$ cat src/rtl/fetch_pkg.sv
// Shared types and constants for the instruction fetch front end.
//   fetch_entry_t  : one prefetched instruction and the address it came from
//   fetch_state_e  : fetch control states
//   FETCH_RESET_PC : default first fetch address after reset
//   align_pc()     : clears the byte-offset bits of a fetch address
package fetch_pkg;

  localparam logic [31:0] FETCH_RESET_PC = 32'h0000_0000;

  typedef struct packed {
    logic [31:0] pc;
    logic [31:0] instr;
  } fetch_entry_t;

  typedef enum logic [0:0] {
    FETCH = 1'b0,
    FAULT = 1'b1
  } fetch_state_e;

  // Instruction fetches are always word aligned.
  function automatic logic [31:0] align_pc(input logic [31:0] pc);
    return pc & 32'hFFFF_FFFC;
  endfunction

endpackage

$ cat src/rtl/imem_fetch_ctrl_fifo.sv
// fetch_fifo: prefetch queue of fetch_entry_t records.
// Ports:
//   clk, rst_n  : clock, asynchronous active-low reset
//   push, din   : write din at the tail (ignored when full without a pop)
//   pop         : drop the head (ignored when empty)
//   flush       : empty the queue; takes priority over push/pop
//   head        : entry at the head, read straight from storage registers
//   count       : number of valid entries
//   nonempty    : registered (count != 0)
module fetch_fifo
  import fetch_pkg::*;
#(
  parameter int unsigned DEPTH = 4,
  localparam int unsigned PTR_W = $clog2(DEPTH),
  localparam int unsigned CNT_W = $clog2(DEPTH + 1)
) (
  input  logic             clk,
  input  logic             rst_n,
  input  logic             push,
  input  fetch_entry_t     din,
  input  logic             pop,
  input  logic             flush,
  output fetch_entry_t     head,
  output logic [CNT_W-1:0] count,
  output logic             nonempty
);

  fetch_entry_t     mem [DEPTH];
  logic [PTR_W-1:0] wr_ptr;
  logic [PTR_W-1:0] rd_ptr;
  logic [CNT_W-1:0] cnt_q;
  logic [CNT_W-1:0] cnt_d;
  logic             full;
  logic             push_ok;
  logic             pop_ok;

  // Qualify requests so the pointers can never overrun each other.
  always_comb begin
    full    = (cnt_q == CNT_W'(DEPTH));
    pop_ok  = pop && (cnt_q != '0);
    push_ok = push && (!full || pop_ok);
    cnt_d   = cnt_q;
    if (flush) begin
      cnt_d = '0;
    end else if (push_ok && !pop_ok) begin
      cnt_d = cnt_q + CNT_W'(1);
    end else if (pop_ok && !push_ok) begin
      cnt_d = cnt_q - CNT_W'(1);
    end
  end

  // Storage and pointers; storage is cleared on reset so head reads 0.
  always_ff @(posedge clk or negedge rst_n) begin
    if (!rst_n) begin
      wr_ptr   <= '0;
      rd_ptr   <= '0;
      cnt_q    <= '0;
      nonempty <= 1'b0;
      for (int i = 0; i < int'(DEPTH); i++) begin
        mem[i] <= '0;
      end
    end else begin
      cnt_q    <= cnt_d;
      nonempty <= (cnt_d != '0);
      if (flush) begin
        wr_ptr <= '0;
        rd_ptr <= '0;
      end else begin
        if (push_ok) begin
          mem[wr_ptr] <= din;
          wr_ptr      <= wr_ptr + PTR_W'(1);
        end
        if (pop_ok) begin
          rd_ptr <= rd_ptr + PTR_W'(1);
        end
      end
    end
  end

  assign head  = mem[rd_ptr];
  assign count = cnt_q;

endmodule

$ cat src/rtl/imem_fetch_ctrl.sv
// imem_fetch_ctrl: sequential instruction prefetcher feeding a valid/ready
// consumer through a small queue.
// Ports:
//   clk, rst_n              : clock, asynchronous active-low reset
//   imem_addr / imem_rd     : word-aligned fetch address, same-cycle read data
//   redirect_valid/_pc      : one-cycle restart of fetch at a new address
//   instr_valid/_ready      : head handshake toward the consumer
//   instr / instr_pc        : head instruction word and its address
//   fetch_fault             : misaligned-redirect indication, only present
//                             when FETCH_MISALIGN_CHECK_EN is defined
// Parameters: RESET_PC (first fetch address), DEPTH (queue entries, 2..16,
// power of two).
// Build option: FETCH_MISALIGN_CHECK_EN enables the FAULT state.
module imem_fetch_ctrl
  import fetch_pkg::*;
#(
  parameter logic [31:0] RESET_PC = FETCH_RESET_PC,
  parameter int unsigned DEPTH    = 4
) (
  input  logic        clk,
  input  logic        rst_n,
  output logic [31:0] imem_addr,
  input  logic [31:0] imem_rd,
  input  logic        redirect_valid,
  input  logic [31:0] redirect_pc,
  output logic        instr_valid,
  input  logic        instr_ready,
  output logic [31:0] instr,
  output logic [31:0] instr_pc
`ifdef FETCH_MISALIGN_CHECK_EN
  ,
  output logic        fetch_fault
`endif
);

  localparam int unsigned CNT_W = $clog2(DEPTH + 1);

  localparam logic [0:0] ST_FETCH = FETCH;
`ifdef FETCH_MISALIGN_CHECK_EN
  localparam logic [0:0] ST_FAULT = FAULT;
`endif

  logic [0:0]       state_q;
  logic [0:0]       state_d;
  logic [31:0]      fetch_pc_q;
  logic [31:0]      fetch_pc_d;
  logic             push;
  logic             pop;
  logic             flush;
  logic             pop_req;
  fetch_entry_t     push_entry;
  fetch_entry_t     head;
  logic [CNT_W-1:0] count;
  logic             nonempty;

  // Control: redirect beats everything; otherwise fetch whenever a slot
  // is free now or is being freed by this cycle's pop.
  always_comb begin
    state_d          = state_q;
    fetch_pc_d       = fetch_pc_q;
    push             = 1'b0;
    pop              = 1'b0;
    flush            = 1'b0;
    pop_req          = nonempty && instr_ready;
    push_entry.pc    = fetch_pc_q;
    push_entry.instr = imem_rd;
    case (state_q)
      ST_FETCH: begin
        if (redirect_valid) begin
          flush      = 1'b1;
          fetch_pc_d = align_pc(redirect_pc);
`ifdef FETCH_MISALIGN_CHECK_EN
          if (redirect_pc[1:0] != 2'b00) begin
            state_d = ST_FAULT;
          end
`endif
        end else begin
          pop  = pop_req;
          push = (count < CNT_W'(DEPTH)) || pop_req;
          if (push) begin
            fetch_pc_d = fetch_pc_q + 32'd4;
          end
        end
      end
`ifdef FETCH_MISALIGN_CHECK_EN
      ST_FAULT: begin
        // Parked with an empty queue until an aligned redirect arrives.
        if (redirect_valid) begin
          flush      = 1'b1;
          fetch_pc_d = align_pc(redirect_pc);
          if (redirect_pc[1:0] == 2'b00) begin
            state_d = ST_FETCH;
          end
        end
      end
`endif
      default: begin
        state_d = ST_FETCH;
        flush   = 1'b1;
      end
    endcase
  end

  // State and fetch address registers.
  always_ff @(posedge clk or negedge rst_n) begin
    if (!rst_n) begin
      state_q    <= ST_FETCH;
      fetch_pc_q <= RESET_PC;
    end else begin
      state_q    <= state_d;
      fetch_pc_q <= fetch_pc_d;
    end
  end

  fetch_fifo #(
    .DEPTH (DEPTH)
  ) u_fifo (
    .clk      (clk),
    .rst_n    (rst_n),
    .push     (push),
    .din      (push_entry),
    .pop      (pop),
    .flush    (flush),
    .head     (head),
    .count    (count),
    .nonempty (nonempty)
  );

  assign imem_addr   = fetch_pc_q;
  assign instr_valid = nonempty;
  assign instr       = head.instr;
  assign instr_pc    = head.pc;

`ifdef FETCH_MISALIGN_CHECK_EN
  assign fetch_fault = (state_q == ST_FAULT);
`endif

endmodule

$ cat config.mk
export PLATFORM = sky130hd
export DESIGN_NAME = imem_fetch_ctrl
export DESIGN_NICKNAME = d
export VERILOG_FILES = /design/src/rtl/fetch_pkg.sv /design/src/rtl/imem_fetch_ctrl_fifo.sv /design/src/rtl/imem_fetch_ctrl.sv
export SDC_FILE = /design/constraint.sdc
export NUM_CORES = 1
export LEC_CHECK = 0
export ABC_AREA = 1
export BUFFER_PORTS_ARGS = -buffer_cell sky130_fd_sc_hd__clkbuf_2
export CORE_ASPECT_RATIO = 0.9
export CORE_UTILIZATION = 25
export DETAILED_ROUTE_END_ITERATION = 12
export SYNTH_ARGS = -nofsm -noshare
export SYNTH_HDL_FRONTEND = slang
export SYNTH_HIERARCHICAL = 1
export SYNTH_SLANG_ARGS = --single-unit
$ cat constraint.sdc
create_clock -name clk -period 2.2 [get_ports clk]
set_clock_uncertainty 0.05 [all_clocks]
set_input_delay 0.33 -clock clk [delete_from_list [all_inputs] [get_ports clk]]
set_output_delay 0.33 -clock clk [all_outputs]
set_load 0.01 [all_outputs]
# Word-level counts from Yosys, hierarchy flattened
# Index checks and enable logic that the tools add are counted.
# Widths: inputs -> output; s select.
# totals
reg_bits	296
input_bits	68
output_inout_bits	97
word_cells	61
# classes
n_addsub	5
n_lt_le_gt_ge	4
eq_ne	1
n_mux	18
bitwise	3
n_reduce_logical	17
# ops
operator	n
$bwmux 256	1
$mux 64	3
$bmux 64 s2	1
$demux 64 s2	1
$mux 32	2
$add 32x3->32 const B	1
$mux 3	3
$mux 2	4
$ge 3x3->1 const B	2
$logic_and 1x1->1	6
$not 2->3	2
$reduce_bool 2->1	3
$reduce_bool 3->1	2
$add 2x1->2 const B	2
$add 3x1->3 const B	1
$eq 3x3->1 const B	1
$logic_not 1->1	3
$lt 3x1->1 const B	1
$lt 3x3->1 const B	1
$mux 1	3
$sub 3x1->3 const B	1
$logic_or 1x1->1	2
$reduce_and 2->1	1
$not 1->1	1

# Longest topological paths before layout
# Gate-level depths: netlist of the first run.
# logic_depth
ltp_word	11
depth_mapped	12
ltp_nobuf	11

# Cells and area by module
# The synthesis of the first run kept the hierarchy.
# modules_own_cells
module	n_inst	cells_each	area_per_inst_um2	seq_area_each_um2
fetch_fifo	1	1322	11461.0	6606.3
imem_fetch_ctrl	1	341	2160.8	750.7

# Worst setup path before layout of the first run
# No wires, ideal clock.
# synth_path
path_type	flip-flop to flip-flop
startpoint	register u_fifo.nonempty
endpoint	register u_fifo/mem[36] in the netlist's numbering
setup_time_ns	0.127
arrival_time_ns	1.754
required_time_ns	2.023
slack_ns	0.269
stages_incl_launch_ff	13
n_path_buf	3
synth_period_minus_slack_ns	1.931
path_cell_list	dfrtp_1 nand2_1 nand2_2 nand2_1 inv_2 buf_4 o21ai_2 nor2_4 nand2_1 buf_4 buf_2 nand2_1 o21ai_0
# synth_between
elab_cells_between_ends	8
classes_between	mux (2); reduce/logical (6)
# synth_lines
item	line	source
start, declared	imem_fetch_ctrl_fifo.sv:25	output logic nonempty
start signal, assigned	imem_fetch_ctrl_fifo.sv:64	nonempty <= (cnt_d != '0);
$logic_and 1x1->1	imem_fetch_ctrl.sv:64	pop_req = nonempty && instr_ready;
$logic_or 1x1->1	imem_fetch_ctrl.sv:79	push = (count < CNT_W'(DEPTH)) || pop_req;
$mux 1	imem_fetch_ctrl.sv:69	if (redirect_valid) begin
net push	imem_fetch_ctrl.sv:47	logic push;
$logic_and 1x1->1	imem_fetch_ctrl_fifo.sv:41	push_ok = push && (!full || pop_ok);
$reduce_and 2->1 (no source line)	-	
end signal, assigned by index	imem_fetch_ctrl_fifo.sv:70	mem[wr_ptr] <= din;
end, declared	imem_fetch_ctrl_fifo.sv:28	fetch_entry_t mem [DEPTH];
# The timed path passes the listed nets, and every way through them passes these cells.
# A chain may end at the register's enable or synchronous reset.

# Worst setup path after layout of the first run
# layout_path
startpoint	register u_fifo.rd_ptr[0]
endpoint	output instr[5]
# layout_between
elab_chain_len	4
# layout_rtl
item	line	source
start, declared	imem_fetch_ctrl_fifo.sv:30	logic [PTR_W-1:0] rd_ptr;
start signal, assigned	imem_fetch_ctrl_fifo.sv:74	rd_ptr <= rd_ptr + PTR_W'(1);
$not 2->3 (implied by the code)	imem_fetch_ctrl_fifo.sv:80	assign head = mem[rd_ptr];
$bmux 64 s2	imem_fetch_ctrl_fifo.sv:80	
$mux 64 (implied by the code) (2 in a row)	imem_fetch_ctrl_fifo.sv:80	
end, declared	imem_fetch_ctrl.sv:28	output logic [31:0] instr,
# Every way passes these cells. The select of a mux whose other input is x is not followed.

==> flow_summary.yaml, run 1 <==
worst_hold_path:
  whs_endpoint: "u_fifo/mem[31]"
  hold_path_class: "primary input to flip-flop"
  hp-start: "imem_rd[31]"
  whs_path_depth: 3
yosys:
  synthTopCellsByArea: "dfrtp_1 (54%), o21ai_0 (13%), nand2_1 (11%), nor2_1 (4.8%), o22ai_1 (2.9%)"
  yosys.area_share.xor_xnor_pct: 0.5144
  synth_top_area_share_pct: 54.01
  yosys_register_bits: 294
  syn_avg_cell_area_um2: 8.191
  yosys.area.top_type: "dfrtp_1"
  synthMuxAreaShare_pct: 0
  synth-adder-area-share_pct: 0.7348
  synth_compound_area_share_pct: 18.42
  yosysMostFrequentCell: "nand2_1"
  yosys_warnings: 6
  synth_edf_count: 0
  synthTopCellsByCount: "nand2_1 (406), o21ai_0 (346), dfrtp_1 (294)"
  seq_area_frac_synth_pct: 54.01
  syn-cell-area_um2: 13620
  async_flop_share_pct: 100.0
  synthSimpleGateAreaFrac_pct: 19.23
  yosys.cell_types.count: 33
  synth-main-ff-cell: "dfrtp_1"
  synth_top_family_by_area: "simple AND/OR/NAND/NOR gates"
  netlist_instances: 1663
drt:
  vias_per_cell: 4.721
  drt_iter0_drc: 964
  drc: 0
  finalWirelength_mm: 41.83
  drt_first_pass_iters: 5
  detail-route-antenna-nets: 0
  wl_per_cell_um: 16.31
  vias: 12109
grt:
  grt_busiest_layer: "met2"
  antenna_found_initial: 0
  met2_usage_pct: 22.99
  gr-usage-all-layers_pct: 15.03
  gr-usage-met3_pct: 3.092
  grt_pass1_wl_mm: 65.27
  gr-usage-met1_pct: 21.45
  overflow: 0
  grt_max_degree: 83
  grt_pass1_vias: 11472
status:
  violations: "negative setup slack"
  outcome: "finished with violations"
sta:
  finalMaxSlewViolations: 0
  period_needed_ns: 2.330
  fin_hold_ws_ns: 0.04307
  hold_viol_final: 0
  max_freq_mhz: 429.2
  finalWorstSetupSlack_ns: -0.1299
  setup-violations-final: 64
  worstMarginPinSlew_ns: 0.5402
  timing.final.crit_share_pct: 105.9
  grt_setup_unrepaired: "true"
  max-slew-margin-rel_pct: 63.99
critical_path:
  ff2ff_path_depth: 9
  rr_endpoint: "u_fifo/mem[90]"
  worstPathRequired_ns: 1.82
  worstPathCellList: "inv_12 > buf_12 > buf_16 > nor2_1 > o22ai_1 > clkbuf_2"
  critPathLaunchType: "flip-flop"
  crit_path_max_incr_delay_ns: 0.57
  arrival_ns: 1.95
  r2r_start: "u_fifo/count[0]"
  r2r_setup_slack_ns: 0.24
  end_kind: "output pin"
  path_max_fanout: 8
  critPathKind: "flip-flop to output pin"
  cp_slowest_cell: "dfrtp_4"
placed_design:
  placedCellCount: 2452
  gp_congestion: 0.8454
  place_area_um2: 15270
  io_buffers: 160
  dp_hpwl_mm: 25.09
layout:
  final_util_pct: 32.98
  antenna_cells: 0
  final_area_um2: 17630
  syn2layout_area_growth_pct: 29.42
  stdcell_count: 2565
  drive_gt1_share_pct: 19.33
  nets: 1918
cts:
  cts_max_level: 2
  cts_made_buffers: 36
  insertion_delay_ns: 0.54
  clock_path_buffers: 3
  cts_sinks: 294
  cts_tree: "done"
  root_buffer: "clkbuf_16"
  clk_pin_slew_ns: 0.06
die:
  coreArea_um2: 53450
  start_util_pct: 25.48
  rows: 80
  die_x_um: 248.1
  fp.dieArea_um2: 55430
  pin_count: 165
  die_h_um: 223.4
power_and_ir_drop:
  cellPowerDensity_nw_per_um2: 1181
  total_power_mw: 20.81
  leakagePower_nw: 8.451
  peakVddDrop_uv: 426.0
run:
  maxCapViolations: 0
[critical path, delay by kind of cell, from the launching register on]
family	cells	cell delay, ns
AND/OR/NAND/NOR	1	0.04
flip-flops	1	0.57
buffers and inverters	4	0.59
AO/OA/AOI/OAI	1	0.19
[cell families (layout without fill, tap and decap cells)]
family,Yosys count,count (layout)
AND/OR/NAND/NOR,658,658
AO/OA/AOI/OAI,479,479
flip-flops,294,294
buffers and inverters,215,417
adder cells (fa/ha/maj),8,8
XOR/XNOR,8,8
other,1,4
[state kept, by name, summed over array words and instances (netlist names)]
signal	cells
u_fifo/nonempty	1
u_fifo/mem	256
u_fifo/wr_ptr	2
imem_addr	30
u_fifo/count	3
u_fifo/rd_ptr	2
[power by group]
group          switching [mW]  total [mW]  internal [mW]  leakage, nW
Combinational            3.57        6.15           2.58         4.09
Clock                    2.30        5.93           3.63        0.577
Sequential               1.31        8.73           7.42         3.79
Total                    7.18        20.8           13.6         8.45
[metal layers]
layer  routed length [um]  vias up
li1                     -     5840
met1                19420     5734
met2                18210      480
met3                 3431       55
met4                  773        0
met5                    0        -
[metrics by stage]
step / TNS [ns] / setup slack [ns]
4_1_cts: -8.371 / -0.1697
3_3_place_gp: 0 / 0.2088
6_report: -4.745 / -0.1299
3_5_place_dp: 0 / 0.1146
2_1_floorplan: 0 / 0.2689
5_1_grt: -9.615 / -0.2085
[layout make-up]
type                    instances  area, um2
clock inverters                10      150.1
clock buffers                  54       1039
multi-input cells            1157       5649
repair buffers                244       2136
well taps                     697      872.1
inverters                     109      421.7
fillers                      5575      35820
flip-flops and latches        294       7362
[layout by cell type (no fill, tap or decap), types with 16 or more instances in the layout]
cell type	count
dlygate4sd3_1	28
o21ai_2	16
buf_2	35
nor2_2	22
buf_12	23
nand2_1	403
dfrtp_1	292
inv_1	104
o22ai_2	23
o22ai_1	41
o21ai_0	314
o21ai_1	65
nand3_1	53
buf_4	23
nor2_1	149
clkbuf_16	39
clkbuf_2	114
[what timing repair did]
action / in CTS / in global routing
hold buffers: 28 / 0
setup buffers: 8 / 0
gates cloned: 10 / 3
endpoints found under the hold margin: 76 / 0
resized for setup: 64 / 117
setup endpoints to repair: 64 / 85
pin swaps: 14 / 25
[worst max-delay path by stage]
stage | cells past startpoint | to | slack, ns | startpoint
after detailed placement | 9 | u_fifo/mem[0] | 0.11 | instr_ready
after CTS | 5 | instr_pc[15] | -0.17 | u_fifo/rd_ptr[0]
final | 6 | instr[5] | -0.13 | u_fifo/rd_ptr[0]
after floorplan | 12 | u_fifo/mem[36] | 0.27 | u_fifo/nonempty
after global placement | 9 | u_fifo/mem[6] | 0.21 | instr_ready
after global routing | 6 | instr[14] | -0.21 | u_fifo/rd_ptr[0]
Note: power is estimated with default switching activity, not from simulation.
==> inputs of run 2 (changes only) <==
PLACE_DENSITY = 0.47   (was default)
==> flow_summary.yaml, run 2 (synthesis results as in run 1) <==
status:
  outcome: "finished with violations"
  violations: "negative setup slack"
layout:
  antenna_cells: 0
  final_area_um2: 18240
  syn2layout_area_growth_pct: 33.87
  fillers: 5612
  nets: 1951
  final_util_pct: 34.12
  max_flop_register: "u_fifo/mem"
  stdcell_count: 2598
  layout_common_cells: "nand2_1 (403), dfrtp_1 (292), o21ai_0 (286)"
  final_common_cell: "nand2_1"
  largest_reg_flops: 256
  drive_gt1_share_pct: 22.88
grt:
  grt_pass1_vias: 11570
  gr-usage-all-layers_pct: 15.79
  grt_max_degree: 99
  grt_pass1_wl_mm: 67.60
  overflow: 0
  antenna_found_initial: 0
sta:
  finalMaxSlewViolations: 0
  grt_setup_unrepaired: "true"
  hold_viol_final: 0
  timing.final.crit_share_pct: 106.2
  setup-violations-final: 57
  finalWorstSetupSlack_ns: -0.1355
  max_freq_mhz: 428.2
  fin_hold_ws_ns: 0.04204
  period_needed_ns: 2.336
die:
  die_x_um: 248.1
  die_h_um: 223.4
  fp.dieArea_um2: 55430
  pin_count: 165
  rows: 80
  start_util_pct: 25.48
  coreArea_um2: 53450
cts:
  cts_sinks: 294
  clock_path_buffers: 3
  cts_max_level: 2
  root_buffer: "clkbuf_16"
  cts_tree: "done"
  cts_made_buffers: 36
  insertion_delay_ns: 0.54
  clk_pin_slew_ns: 0.06
worst_hold_path:
  whs_path_depth: 5
  hold_path_class: "primary input to flip-flop"
drt:
  drt_iter0_drc: 880
  drc: 0
  drt_first_pass_iters: 5
  detail-route-antenna-nets: 0
  vias_per_cell: 4.713
  vias: 12244
  finalWirelength_mm: 46.12
  wl_per_cell_um: 17.75
power_and_ir_drop:
  total_power_mw: 21.09
  leakagePower_nw: 8.711
  cellPowerDensity_nw_per_um2: 1157
  peakVddDrop_uv: 485.7
placed_design:
  io_buffers: 160
  dp_hpwl_mm: 26.73
  placedCellCount: 2468
  gp_congestion: 0.7943
  place_area_um2: 15440
critical_path:
  critPathKind: "flip-flop to output pin"
  worstPathRequired_ns: 1.82
  arrival_ns: 1.96
  end_kind: "output pin"
  path_max_fanout: 5
  ff2ff_path_depth: 8
  cp_slowest_cell: "dfrtp_4"
  worstPathCellList: "buf_6 > inv_12 > buf_12 > clkbuf_16 > nor2_1 > o22ai_1 > buf_2"
  crit_path_max_incr_delay_ns: 0.49
  critPathLaunchType: "flip-flop"
run:
  maxCapViolations: 0
==> run 2: worst paths after layout <==
path / from / endpoint / slack, ns
min in group asynchronous: rst_n / u_fifo/mem[214] / 0.27
setup / recovery: u_fifo/rd_ptr[0] / instr[29] / -0.14
hold reg to reg: u_fifo/mem[173] / u_fifo/mem[173] / 0.43
hold / removal: redirect_pc[30] / imem_addr[30] / 0.04
setup reg to reg: u_fifo/count[0] / u_fifo/mem[200] / 0.23
max in group asynchronous: rst_n / imem_addr[26] / 1.11
==> run 2: metrics by stage <==
step	worst slack [ns]	setup TNS, ns
2_1_floorplan	0.2689	0
3_3_place_gp	0.2236	0
3_5_place_dp	0.1963	0
4_1_cts	-0.2039	-9.622
5_1_grt	-0.1948	-8.088
6_report	-0.1355	-3.699
==> run 2: what timing repair did <==
item | in CTS | in global routing
cloned | 10 | 14
setup buffers | 8 | 10
hold buffers | 27 | 0
gates resized for setup | 70 | 225
pin swaps | 17 | 39
endpoints found under the hold margin | 75 | 0
endpoints found under the setup margin | 64 | 64
==> run 2: final cells by class <==
class	count	area, um2	area share, %
clock buffer	51	1049	5.750
clock inverter	13	105.1	0.5764
inverter	109	426.7	2.340
multi-input combinational	1157	5858	32.13
sequential	294	7362	40.37
tap	697	872.1	4.782
timing repair buffer	276	2532	13.89
timing repair inverter	1	30.03	0.1647
==> run 2: power by group <==
group	internal, mW	switching, mW	leakage, nW	total [mW]
Clock	3.45	2.38	0.578	5.83
Combinational	2.75	3.68	4.35	6.44
Sequential	7.42	1.40	3.79	8.82
==> run 2: worst max-delay path: cells and delay by family, from the launching register on <==
kind | cells | cell delay (ns)
and+or+nand+nor | 1 | 0.04
AOI/OAI and AO/OA | 1 | 0.16
DFF | 1 | 0.49
buffers and inverters | 5 | 0.71
==> run 2: per-layer routing <==
layer / vias to the layer above / share of wire (%) / GRT usage [%]
met3: 47 / 5.8 / 2.875
met1: 5877 / 49 / 23.11
met5: - / 0 / 0
met4: 0 / 1.6 / 3.839
met2: 399 / 44 / 23.78
li1: 5921 / - / -
